## config.mk

```make
export PLATFORM = sky130hd
export DESIGN_NAME = reorder_buffer
export DESIGN_NICKNAME = d
export VERILOG_FILES = /design/src/rtl/reorder_buffer_pkg.sv /design/src/rtl/reorder_buffer.sv
export SDC_FILE = /design/constraint.sdc
export NUM_CORES = 1
export LEC_CHECK = 0
export ABC_AREA = 1
export CAP_MARGIN = 30
export CELL_PAD_IN_SITES_DETAIL_PLACEMENT = 0
export CELL_PAD_IN_SITES_GLOBAL_PLACEMENT = 2
export CORE_MARGIN = 2
export CORE_UTILIZATION = 30
export DETAILED_ROUTE_END_ITERATION = 7
export PLACE_DENSITY = 0.74
export SLEW_MARGIN = 20
export SYNTH_ARGS = -nofsm -noshare
export SYNTH_HDL_FRONTEND = slang
export SYNTH_SLANG_ARGS = --single-unit
```

## constraint.sdc

```tcl
create_clock -name clk1 -period 13.21 [get_ports clk1]
set_clock_uncertainty 0.1 [all_clocks]
set_input_delay 2.642 -clock clk1 [delete_from_list [all_inputs] [get_ports clk1]]
set_output_delay 2.642 -clock clk1 [all_outputs]
set_load 0.005 [all_outputs]
```

## src/rtl/reorder_buffer_pkg.sv

```systemverilog
// Reorder buffer shared definitions: sizes and the per-entry record used by the
// ROB, reservation stations and issue logic.
package reorder_buffer_pkg;

   localparam int unsigned ROB_DEPTH = 8;   // number of ROB entries (power of two)
   localparam int unsigned ROB_DW    = 16;  // result data width
   localparam int unsigned ROB_RW    = 4;   // architectural register index width
   localparam int unsigned ROB_TW    = 3;   // tag (entry index) width
   localparam int unsigned ROB_CW    = 4;   // occupancy counter width (0..DEPTH)

   // One ROB slot: in flight (busy), result present (ready), destination, result
   typedef struct packed {
      logic              busy;
      logic              ready;
      logic [ROB_RW-1:0] dest;
      logic [ROB_DW-1:0] value;
   } rob_entry_t;

endpackage

```

## src/rtl/reorder_buffer.sv

```systemverilog
// Reorder buffer: allocates entries in program order, captures results from the
// common data bus, forwards operands on query and retires the head in order.
// Ports:
//   clk1, rst                        clock, async active-high reset
//   alloc_valid/dest -> alloc_ready/tag   issue-side allocation
//   cdb_valid/tag/value              result broadcast
//   query_tag -> query_ready/value   operand forwarding lookup
//   commit_valid/dest/value          in-order retire to the register file
//   flush                            discard all in-flight entries
//   count, full, empty               occupancy status
module reorder_buffer
   import reorder_buffer_pkg::*;
#(
   parameter int unsigned DEPTH = ROB_DEPTH,
   parameter int unsigned DW    = ROB_DW,
   parameter int unsigned RW    = ROB_RW
) (
   input  logic              clk1,
   input  logic              rst,
   input  logic              alloc_valid,
   input  logic [RW-1:0]     alloc_dest,
   output logic              alloc_ready,
   output logic [ROB_TW-1:0] alloc_tag,
   input  logic              cdb_valid,
   input  logic [ROB_TW-1:0] cdb_tag,
   input  logic [DW-1:0]     cdb_value,
   input  logic [ROB_TW-1:0] query_tag,
   output logic              query_ready,
   output logic [DW-1:0]     query_value,
   output logic              commit_valid,
   output logic [RW-1:0]     commit_dest,
   output logic [DW-1:0]     commit_value,
   input  logic              flush,
   output logic [ROB_CW-1:0] count,
   output logic              full,
   output logic              empty
);

   rob_entry_t        r_rob [DEPTH];
   logic [ROB_TW-1:0] r_head;
   logic [ROB_TW-1:0] r_tail;
   logic [ROB_CW-1:0] r_count;

   rob_entry_t        w_head_entry;
   rob_entry_t        w_query_entry;
   logic              w_full;
   logic              w_alloc;
   logic              w_commit;

   // Status and handshake terms, all from registered state
   assign w_full        = (r_count == ROB_CW'(DEPTH));
   assign w_head_entry  = r_rob[r_head];
   assign w_query_entry = r_rob[query_tag];
   assign w_alloc       = alloc_valid & ~w_full;
   assign w_commit      = w_head_entry.busy & w_head_entry.ready;

   assign alloc_ready  = ~w_full;
   assign alloc_tag    = r_tail;
   assign query_ready  = w_query_entry.busy & w_query_entry.ready;
   assign query_value  = w_query_entry.value;
   // Retire outputs stay visible during flush; the register file gates with !flush
   assign commit_valid = w_commit;
   assign commit_dest  = w_commit ? w_head_entry.dest  : '0;
   assign commit_value = w_commit ? w_head_entry.value : '0;
   assign count        = r_count;
   assign full         = w_full;
   assign empty        = (r_count == '0);

   // Entry array, pointers and occupancy
   always_ff @(posedge clk1 or posedge rst) begin
      if (rst) begin
         for (int unsigned i = 0; i < DEPTH; i++) begin
            r_rob[i] <= '0;
         end
         r_head  <= '0;
         r_tail  <= '0;
         r_count <= '0;
      end else if (flush) begin
         // Values are left in place; busy=0 makes them invisible
         for (int unsigned i = 0; i < DEPTH; i++) begin
            r_rob[i].busy  <= 1'b0;
            r_rob[i].ready <= 1'b0;
         end
         r_head  <= '0;
         r_tail  <= '0;
         r_count <= '0;
      end else begin
         // Results for entries not in flight are dropped
         if (cdb_valid && r_rob[cdb_tag].busy) begin
            r_rob[cdb_tag].ready <= 1'b1;
            r_rob[cdb_tag].value <= cdb_value;
         end
         if (w_commit) begin
            r_rob[r_head].busy <= 1'b0;
            r_head             <= r_head + ROB_TW'(1);
         end
         // Tail slot is never busy when allocating, so no overlap with CDB/commit
         if (w_alloc) begin
            r_rob[r_tail].busy  <= 1'b1;
            r_rob[r_tail].ready <= 1'b0;
            r_rob[r_tail].dest  <= alloc_dest;
            r_tail              <= r_tail + ROB_TW'(1);
         end
         r_count <= r_count + ROB_CW'(w_alloc) - ROB_CW'(w_commit);
      end
   end

endmodule

```

Word level (Yosys, flattened, before mapping)
Index checks and enable logic that the tools add are counted.
{"block": "word_totals", "out_inout_bits": 48, "inputBits": 31, "ff_bits": 186, "mem_bits_rw": 0, "mem_bits_ro": 0, "latch_bits": 0, "memories": 0}
{"block": "classes", "div_mod_pow": 0, "n_reduce_logical": 7, "n_eq_ne": 1, "n_bitwise": 8, "n_mul": 0, "n_addsub": 4, "n_shift": 0, "muxes": 47, "magnitude_cmp": 7}
{"operator": "bitwise mux 176 bit", "count": 6}
{"operator": "two-way mux 176 bit", "count": 5}
{"operator": "demux 22 bit (select 3 bit)", "count": 6}
{"operator": "binary-select mux 22 bit (select 3 bit)", "count": 3}
{"operator": "two-way mux 22 bit", "count": 8}
{"operator": "two-way mux 21 bit", "count": 2}
{"operator": "two-way mux 16 bit", "count": 2}
{"operator": "two-way mux 20 bit", "count": 1}
{"operator": "greater-or-equal comparator 4 bit (second input constant)", "count": 4}
{"operator": "two-way mux 2 bit", "count": 8}
{"operator": "inverter 3 -> 4 bit", "count": 4}
{"operator": "< comparator 4 x 1 -> 1 bit (second input constant)", "count": 3}
{"operator": "two-way mux 3 bit", "count": 4}
{"operator": "two-way mux 4 bit", "count": 2}
{"operator": "adder 3 x 1 -> 3 bit (second input constant)", "count": 2}
{"operator": "adder 4 x 1 -> 4 bit", "count": 1}
{"operator": "== test 4 bit (second input constant)", "count": 1}
{"operator": "logical AND 1 bit", "count": 4}
{"operator": "zero test 4 bit", "count": 1}
{"operator": "nonzero test 2 bit", "count": 2}
{"operator": "subtractor 4 x 1 -> 4 bit", "count": 1}
{"operator": "bitwise AND 1 bit", "count": 3}
{"operator": "inverter 1 bit", "count": 1}

Logic depth before layout (Yosys ltp)
Gate-level depths: netlist of the first run.
{"block": "depth", "ltp_word": 17, "mapped_depth": 16, "depth_no_buf": 15}

Worst setup path after synthesis of the first run
Ideal clock, no wire load.
{"block": "synth_timing", "path_kind": "input-to-output", "startpoint": "input port query_tag[0]", "endpoint": "output port query_value[10]", "setup_slack_ns": 6.802, "t_arrival_ns": 3.666, "path_stages": 8, "t_required_ns": 10.468, "cell_sequence": "clkbuf_1 inv_1 buf_2 buf_1 nor2_1 o22ai_1 nand2_1 nand2_1"}
{"block": "synth_via", "elab_chain_cells": 4}
{"item": "start, declared", "line_no": "reorder_buffer.sv:27", "text": "input logic [ROB_TW-1:0] query_tag,"}
{"item": "inverter 3 -> 4 bit (not written as such)", "line_no": "reorder_buffer.sv:53", "text": "assign w_query_entry = r_rob[query_tag];"}
{"item": "binary-select mux 22 bit (select 3 bit)", "line_no": "reorder_buffer.sv:53"}
{"item": "two-way mux 22 bit (not written as such) (2 in series)", "line_no": "reorder_buffer.sv:53"}
{"item": "end, declared", "line_no": "reorder_buffer.sv:29", "text": "output logic [DW-1:0] query_value,"}
Every way passes these cells. The select of a mux whose other input is x is not followed.

Final worst setup path of the first run
{"block": "layout_timing", "startpoint": "input port query_tag[2]", "endpoint": "output port query_value[12]"}
The elaborated chain is that of the path after synthesis.

==> impl_metrics.json, run 1 <==
{
  "ant_nets": 0,
  "die_w_um": 187.3,
  "fin_setup_tns_ps": 0,
  "grt_setup_unrepaired": "no",
  "mostFrequentLayoutCell": "nand2_1",
  "synth-edff-count": 0,
  "ys_ff_latch": 186,
  "grt_pass1_vias": 9036,
  "rows": 67,
  "vias": 9347,
  "synth_mux_area_share_pct": 0,
  "yosys.area.top_type": "dfrtp_1",
  "dp_hpwl_mm": 21.55,
  "grt_max_degree": 123,
  "cts_tree": "built",
  "diodes": 0,
  "ys_top_cells_by_area": "dfrtp_1 46%, nand2_1 20%, nor2_1 6.3%, o21ai_0 5.7%, o22ai_1 5.0%",
  "grt_pass1_wl_mm": 56.47,
  "htree_num_levels": 4,
  "fp.dieArea_um2": 35070,
  "hold_class": "reg -> reg",
  "first_pass_iters": 5,
  "min_period_ps": 7955,
  "criticalPathCategory": "in -> out",
  "vias_per_cell": 5.066,
  "place_congestion": 0.7629,
  "slew_violations": 0,
  "clockRootBuffer": "clkbuf_16",
  "cts.sink_count": 186,
  "numCtsBuffers": 17,
  "fin_area_um2": 11790,
  "max_freq_ghz": 0.1257,
  "status": "complete, no violations",
  "relSlewSlack_pct": 37.59,
  "synth_cell_types": 39,
  "tightestPinTransition_ps": 930.5,
  "worst-path-max-fanout": 19,
  "core_area_um2": 33280,
  "met3_length_mm": 1.687,
  "synth_area_um2": 10080,
  "synth_flop_cell": "dfrtp_1",
  "wire_per_inst_um": 20.10,
  "synthSimpleGateAreaFrac_pct": 32.89,
  "antenna_found_initial": 0,
  "nets": 1424,
  "setup_viol": 0,
  "clkSlewWorstSetupHoldPaths_ps": 70,
  "multiInputGateArea_um2": 4823,
  "synth_seq_area_share_pct": 46.19,
  "postSynthAreaPerCell_um2": 7.403,
  "grt-ovfl-total": 0,
  "hold_ws_ps": 387.0,
  "final_cell_mix": "549 x nand2_1, 186 x dfrtp_1, 168 x nor2_1",
  "hold_violations": 0,
  "power.density_nw_per_um2": 125.2,
  "min_period_over_period_pct": 60.22,
  "ios": 79,
  "wl_met1_mm": 17.84,
  "hold_buffers": 0,
  "drt_iter0_drc": 919,
  "netlist_instances": 1361,
  "track_usage_pct": 21.28,
  "area_growth_pct": 16.96,
  "place_area_um2": 11100,
  "p_leak_nw": 5.755,
  "syn_nets": 1401,
  "die_h_um": 187.3,
  "synth_top_family_by_area": "simple AND/OR/NAND/NOR gates",
  "ir_drop_mv": 0.08848,
  "clock_latency_ps": 450,
  "synth-xor-area-share_pct": 0.2608,
  "met2RoutedLength_mm": 17.11,
  "cp-start-kind": "input port",
  "post-cts-setup-buffer-count": 0,
  "cts_resized": 0,
  "start_util_pct": 30.28,
  "critical_path_arrival_ps": 5210,
  "clockBufferDepth": 2,
  "worst-endpoint-required_ps": 10470,
  "synthArstFlopShare_pct": 100.0,
  "worstSetupEndpointType": "primary output",
  "synth_top_area_share_pct": 46.19,
  "ys.warnings.count": 0,
  "maxCapViolCount": 0,
  "highest_layer": "met4",
  "fillers": 3587,
  "port_buffers": 78,
  "synth_compound_area_share_pct": 13.22,
  "synth_adder_area_share_pct": 1.192,
  "routed_wl_mm": 37.09,
  "drive_gt1_share_pct": 5.655,
  "drc": 0,
  "fin_util_pct": 35.41,
  "seq_area_um2": 4654
}
## state kept, by name, summed over array words and instances, names as in the netlist
signal and flops:
alloc_tag 3, count 4, r_head 3, r_rob 176
## cell usage after synthesis, types with 4 or more instances
| library cell | instances |
|---|---|
| a31oi_1 | 5 |
| nand3_1 | 35 |
| clkbuf_1 | 35 |
| inv_1 | 39 |
| nand2_1 | 549 |
| nand4_4 | 8 |
| o21ai_0 | 115 |
| nor2_1 | 168 |
| dfrtp_1 | 186 |
| o22ai_1 | 81 |
| o211ai_1 | 9 |
| o311ai_0 | 4 |
| o21bai_1 | 4 |
| a21oi_1 | 14 |
| buf_2 | 36 |
| ha_1 | 8 |
| nor3_1 | 19 |
| buf_1 | 4 |
| buf_4 | 7 |
| nor2_4 | 7 |
## worst max-delay path: stages
cell,delay (ps)
clkdlybuf4s50_1,670
clkinv_1,830
a31oi_1,510
clkdlybuf4s50_1,560
## final cells by class
cell class / instances / share of cell area, %
clock buffer: 19 / 3.758
inverter: 46 / 1.593
sequential: 186 / 39.49
tap: 448 / 4.756
multi-input combinational: 1042 / 40.93
clock inverter: 13 / 1.624
timing repair buffer: 91 / 7.846
## kinds of logic after synthesis
| kind of cell | Yosys count |
|---|---|
| compound gates | 234 |
| simple gates | 796 |
| xor+xnor | 3 |
| buf+inv | 133 |
| flops | 186 |
| fa+ha+maj | 9 |
## report_power, final
group | switching [mW] | internal, mW
registers | 0.0461 | 0.634
logic | 0.131 | 0.0948
clock network | 0.246 | 0.324
## metrics by stage
step	std cells	setup slack [ps]	power, mW
finish	1845	5255	1.475
global route	1845	5054	1.545
CTS	1843	5219	1.486
detailed placement	1811	5233	0.9148
global placement	1809	4367	0.9112
floorplan	1361	5411	0.8296
## worst paths after layout
path	from	to	slack [ps]	cells after the start
min in group asynchronous	rst	r_rob[105]	2530	2
hold / removal	r_rob[84]	r_rob[84]	390	2
hold reg to reg	r_rob[84]	r_rob[84]	390	2
setup reg to reg	r_head[0]	count[2]	9160	14
setup / recovery	query_tag[2]	query_value[12]	5260	4
max in group asynchronous	rst	r_rob[102]	9150	5
## routing by layer
metal | track usage, % | up-vias
met5 | 0 | -
met4 | 5.006 | 0
met3 | 2.645 | 29
met2 | 33.96 | 272
met1 | 30.70 | 4578
li1 | - | 4468
Note: power is estimated with default switching activity, not from simulation.
==> inputs of run 2 (changes only) <==
clock period = 7.4 ns   (was 13.21 ns; I/O delays follow)
==> run 2 against run 1 <==
Critical path depth up 1. Combinational power rose by 78%. Worst setup slack got worse by 3600 ps. First-iteration DRC count fell by 19%. Final cell count is 0.11% higher. Hold slack got worse by 1.3 ps. Via count is 0.30% higher. Power grew 72%. Final area down 0.72%. Sequential power increased by 78%. Non-clock buffer count is 2 higher. Sequential share of layout area grew 0.29 points. Critical path type unchanged. Largest power group unchanged.
==> impl_metrics.json, run 2 (synthesis gave the netlist of run 1 again) <==
{
  "grt_pass1_wl_mm": 58.34,
  "ios": 79,
  "clockBufferDepth": 2,
  "worstSetupEndpointType": "primary output",
  "die_w_um": 187.3,
  "grt_setup_unrepaired": "no",
  "hold_class": "reg -> reg",
  "grt_max_degree": 86,
  "final_cell_mix": "549 x nand2_1, 186 x dfrtp_1, 168 x nor2_1",
  "criticalPathCategory": "in -> out",
  "placed_cells": 1815,
  "die_h_um": 187.3,
  "ir_drop_mv": 0.1666,
  "drive_gt1_share_pct": 5.575,
  "p_leak_nw": 5.735,
  "grt_pass1_vias": 9444,
  "post-cts-setup-buffer-count": 0,
  "largest-register": "r_rob",
  "wire_per_inst_um": 20.45,
  "seq_area_um2": 4654,
  "fillers": 3576,
  "htree_num_levels": 4,
  "rows": 67,
  "numCtsBuffers": 17,
  "nets": 1426,
  "fin_setup_tns_ps": 0,
  "status": "complete, no violations",
  "max_freq_ghz": 0.1744,
  "antenna_found_initial": 0,
  "start_util_pct": 30.28,
  "clock_latency_ps": 440,
  "diodes": 0,
  "hold_buffers": 0,
  "maxCapViolCount": 0,
  "min_period_over_period_pct": 77.48,
  "relSlewSlack_pct": 39.39,
  "hold_violations": 0,
  "cts.sink_count": 186,
  "cp_slowest_cell": "clkinv_1",
  "mostFrequentLayoutCell": "nand2_1",
  "routed_wl_mm": 37.76,
  "cp-start-kind": "input port",
  "fp.dieArea_um2": 35070,
  "multiInputGateArea_um2": 4813,
  "worst-path-max-fanout": 19,
  "place_congestion": 0.7613,
  "largest_reg_flops": 176,
  "path_cells": "clkdlybuf4s50_1, buf_4, clkinv_1, a31oi_1, clkdlybuf4s50_1",
  "worst-endpoint-required_ps": 5820,
  "drc": 0,
  "slew_violations": 0,
  "vias": 9375,
  "instances_no_fill": 1847,
  "track_usage_pct": 21.94,
  "setup_viol": 0,
  "core_area_um2": 33280,
  "slowest_delay_ps": 800,
  "clockRootBuffer": "clkbuf_16",
  "area_growth_pct": 16.12,
  "port_buffers": 78,
  "power.density_nw_per_um2": 217.2,
  "ant_nets": 0,
  "min_period_ps": 5733,
  "dp_hpwl_mm": 21.94,
  "worst_path_most_repeated_cell": "clkdlybuf4s50_1",
  "drt_iter0_drc": 743,
  "tightestPinTransition_ps": 908.0,
  "first_pass_iters": 7,
  "clkSlewWorstSetupHoldPaths_ps": 70,
  "cts_resized": 0,
  "grt-ovfl-total": 0,
  "critical_path_arrival_ps": 4150,
  "vias_per_cell": 5.076,
  "cts_tree": "built"
}
## run 2: changes by cell type in the layout (fill, tap and decap cells not counted), moves of 2 or more
cell        delta
buf_4          +5
bufinv_16      -3
clkbuf_8       +3
clkinv_2       +2
clkinvlp_4     -2
nand3_1        +2
nand3_2        -2
## run 2: stage by stage
stage | power, mW | cell area, um^2 | utilization (%) | hold slack (ps) | setup WS [ps]
global placement | 1.629 | 11100 | 33.34 | 366.1 | 1619
finish | 2.541 | 11700 | 35.16 | 385.7 | 1667
global route | 2.677 | 11700 | 35.16 | 407.5 | 1576
CTS | 2.566 | 11700 | 35.16 | 385.2 | 1624
floorplan | 1.481 | 10080 | - | 348.9 | 762.9
detailed placement | 1.636 | 11120 | 33.43 | 366.0 | 1627
## run 2: cell type report
class                   instances  share of cell area [%]
flip-flops and latches        186                   39.78
multi-input cells            1042                   41.14
clock buffers                  23                   4.171
clock inverters                 9                  0.7486
inverters                      46                   1.604
well taps                     448                   4.791
repair buffers                 93                   7.764
## run 2: where the power goes
part	switching [mW]	internal (mW)	total, mW
sequential	0.0813	1.13	1.21
clock	0.424	0.503	0.927
combinational	0.234	0.167	0.401
total	0.739	1.80	2.54
## run 2: per-layer routing
| layer | global-route usage [%] | wire (um) | up-vias |
|---|---|---|---|
| li1 | - | - | 4475 |
| met1 | 31.06 | 18140 | 4585 |
| met2 | 35.50 | 17320 | 281 |
| met3 | 2.833 | 1762 | 34 |
| met4 | 5.433 | 538 | 0 |
| met5 | 0 | 0 | - |
## run 2: worst max-delay path, delay by kind of cell
family,cells,cell delay (ps)
AO/OA/AOI/OAI,1,540
buffers and inverters,4,2110
## run 2: worst paths after layout
| path | start | endpoint | slack (ps) | cells after the start |
|---|---|---|---|---|
| hold / removal | r_rob[105] | r_rob[105] | 390 | 2 |
| setup / recovery | query_tag[2] | query_value[12] | 1670 | 5 |
| min in group asynchronous | rst | r_rob[105] | 1360 | 2 |
| hold reg to reg | r_rob[105] | r_rob[105] | 390 | 2 |
| max in group asynchronous | rst | r_rob[143] | 4740 | 3 |
| setup reg to reg | r_head[0] | count[2] | 3610 | 13 |
==> inputs of run 3 (changes only) <==
clock period = 5.5 ns   (was 7.4 ns; I/O delays follow)
==> run 3 against run 2 <==
Power up 37%. Via count is 0.93% higher. Hold slack worse by 1.7 ps. Non-clock buffer count up 11. Sequential share of layout area fell by 0.30 points. Utilization is 0.26 points higher. Combinational power rose by 34%. Sequential cell count unchanged. First-iteration DRC count increased by 15%. Routed wire length decreased by 0.50%.
==> impl_metrics.json, run 3 (synthesis gave the netlist of run 1 again) <==
{
  "combPwrFrac_pct": 15.5,
  "hp-start": "r_rob[53]",
  "vias_per_cell": 5.093,
  "instances_no_fill": 1858,
  "status": "complete, no violations",
  "track_usage_pct": 21.73,
  "clock_latency_ps": 440,
  "max_freq_ghz": 0.2129,
  "min_period_over_period_pct": 85.41,
  "relSlewSlack_pct": 38.10,
  "antenna_found_initial": 0,
  "rr_startpoint": "r_head[1]",
  "crit_buf_inv": 3,
  "rrSetupSlack_ps": 2200,
  "power.internal_mw": 2.442,
  "hold_violations": 0,
  "fp.dieArea_um2": 35070,
  "largest-register": "r_rob",
  "grt_pass1_vias": 9319,
  "cp-start-kind": "flop",
  "cts_tree": "built",
  "hold_buffers": 0,
  "slew_violations": 0,
  "hold_class": "reg -> reg",
  "power.density_nw_per_um2": 294.5,
  "fillers": 3534,
  "wire_per_inst_um": 20.22,
  "tightestPinTransition_ps": 925.6,
  "fin_util_pct": 35.42,
  "clkSlewWorstSetupHoldPaths_ps": 70,
  "worst-path-max-fanout": 12,
  "critical_path_arrival_ps": 3500,
  "min_period_ps": 4697,
  "drive_gt1_share_pct": 6.170,
  "cts.sink_count": 186,
  "ios": 79,
  "cp_slowest_cell": "dfrtp_1",
  "switching_share_pct": 29.65,
  "setup_viol": 0,
  "rows": 67,
  "drc": 0,
  "maxCapViolCount": 0,
  "final_cell_mix": "549 x nand2_1, 186 x dfrtp_1, 168 x nor2_1",
  "largest_reg_flops": 176,
  "drt_iter0_drc": 856,
  "cts_resized": 0,
  "path_cells": "clkinv_1, nand3_1, buf_4, o22ai_1, nor2_1, nand2_1, nor3_1, clkdlybuf4s50_1",
  "slowest_delay_ps": 600,
  "nets": 1437,
  "grt_pass1_wl_mm": 58.12,
  "post-cts-setup-buffer-count": 0,
  "first_pass_iters": 8,
  "die_w_um": 187.3,
  "clockRootBuffer": "clkbuf_16",
  "worst-endpoint-required_ps": 4300,
  "pwr-share-seq_pct": 47.0,
  "r2r_cells": 13,
  "port_buffers": 78,
  "criticalPathCategory": "reg -> out",
  "p_leak_nw": 5.769,
  "diodes": 0,
  "start_util_pct": 30.28,
  "core_area_um2": 33280,
  "ant_nets": 0,
  "grt_setup_unrepaired": "no",
  "ir_drop_mv": 0.2173,
  "grt-ovfl-total": 0,
  "clockBufferDepth": 2,
  "design_power_total_mw": 3.472,
  "crit_family": "buffers and inverters",
  "grt_max_degree": 106,
  "r2r-end": "count[2]",
  "vias": 9462,
  "htree_num_levels": 4,
  "worstHoldEndpoint": "r_rob[53]",
  "p_clk_share_pct": 37.5,
  "numCtsBuffers": 17,
  "worstSetupEndpointType": "primary output",
  "power_switching_mw": 1.029,
  "hold_ws_ps": 384.0,
  "mostFrequentLayoutCell": "nand2_1",
  "dp_hpwl_mm": 23.01,
  "place_congestion": 0.7892,
  "fin_setup_tns_ps": 0,
  "hold_depth": 2,
  "placed_cells": 1826,
  "die_h_um": 187.3,
  "area_growth_pct": 16.99,
  "routed_wl_mm": 37.58
}
run 3: final cells by class:
type / count / area, um^2 / area share, %
sequential: 186 / 4654 / 39.49
clock inverter: 14 / 160.2 / 1.359
timing repair buffer: 104 / 996.0 / 8.449
inverter: 46 / 183.9 / 1.560
clock buffer: 18 / 439.2 / 3.726
tap: 448 / 560.5 / 4.755
multi-input combinational: 1042 / 4793 / 40.66
run 3: metrics by stage:
stage	setup slack (ps)	instance area [um^2]
after global routing	589.4	11790
after global placement	1014	11190
after floorplan	1907	10080
after CTS	778.2	11790
final	802.6	11790
after detailed placement	1015	11190
run 3: power by group through the flow:
stage / clock network, mW / registers (mW) / logic [mW]
6_report: 1.30 / 1.63 / 0.539
5_1_grt: 1.37 / 1.65 / 0.624
4_1_cts: 1.32 / 1.63 / 0.547
3_5_place_dp: 0 / 1.66 / 0.544
3_3_place_gp: 0 / 1.66 / 0.538
2_1_floorplan: 0 / 1.63 / 0.365
run 3: how the worst max path moves through the flow:
stage,start,endpoint,slack [ps],cells past startpoint
6_report,r_head[1],commit_value[11],800,8
5_1_grt,r_head[1],commit_value[11],590,8
4_1_cts,r_head[1],commit_value[12],780,8
3_5_place_dp,query_tag[1],query_value[12],1020,7
3_3_place_gp,query_tag[1],query_value[12],1010,7
2_1_floorplan,rst,alloc_tag[0],1910,1
run 3: worst reg2reg max path, stage by stage, from the launching register on:
cell and delay (ps):
dfrtp_1 600, clkinv_1 370, nand2_1 150, nand2_1 60, nand2_1 60, nand2_1 60, nand2_1 360, inv_1 230
ha_1 340, inv_1 40, ha_1 200, fa_1 410, xnor2_1 150, nor2_1 50
run 3: metal layers:
layer  vias up  wire, um  global-route usage [%]
met5         -         0                       0
met1      4583     17990                   31.44
met4         0       514                   4.609
li1       4499         -                       -
met2       342     17020                   34.76
met3        38      2051                   2.758
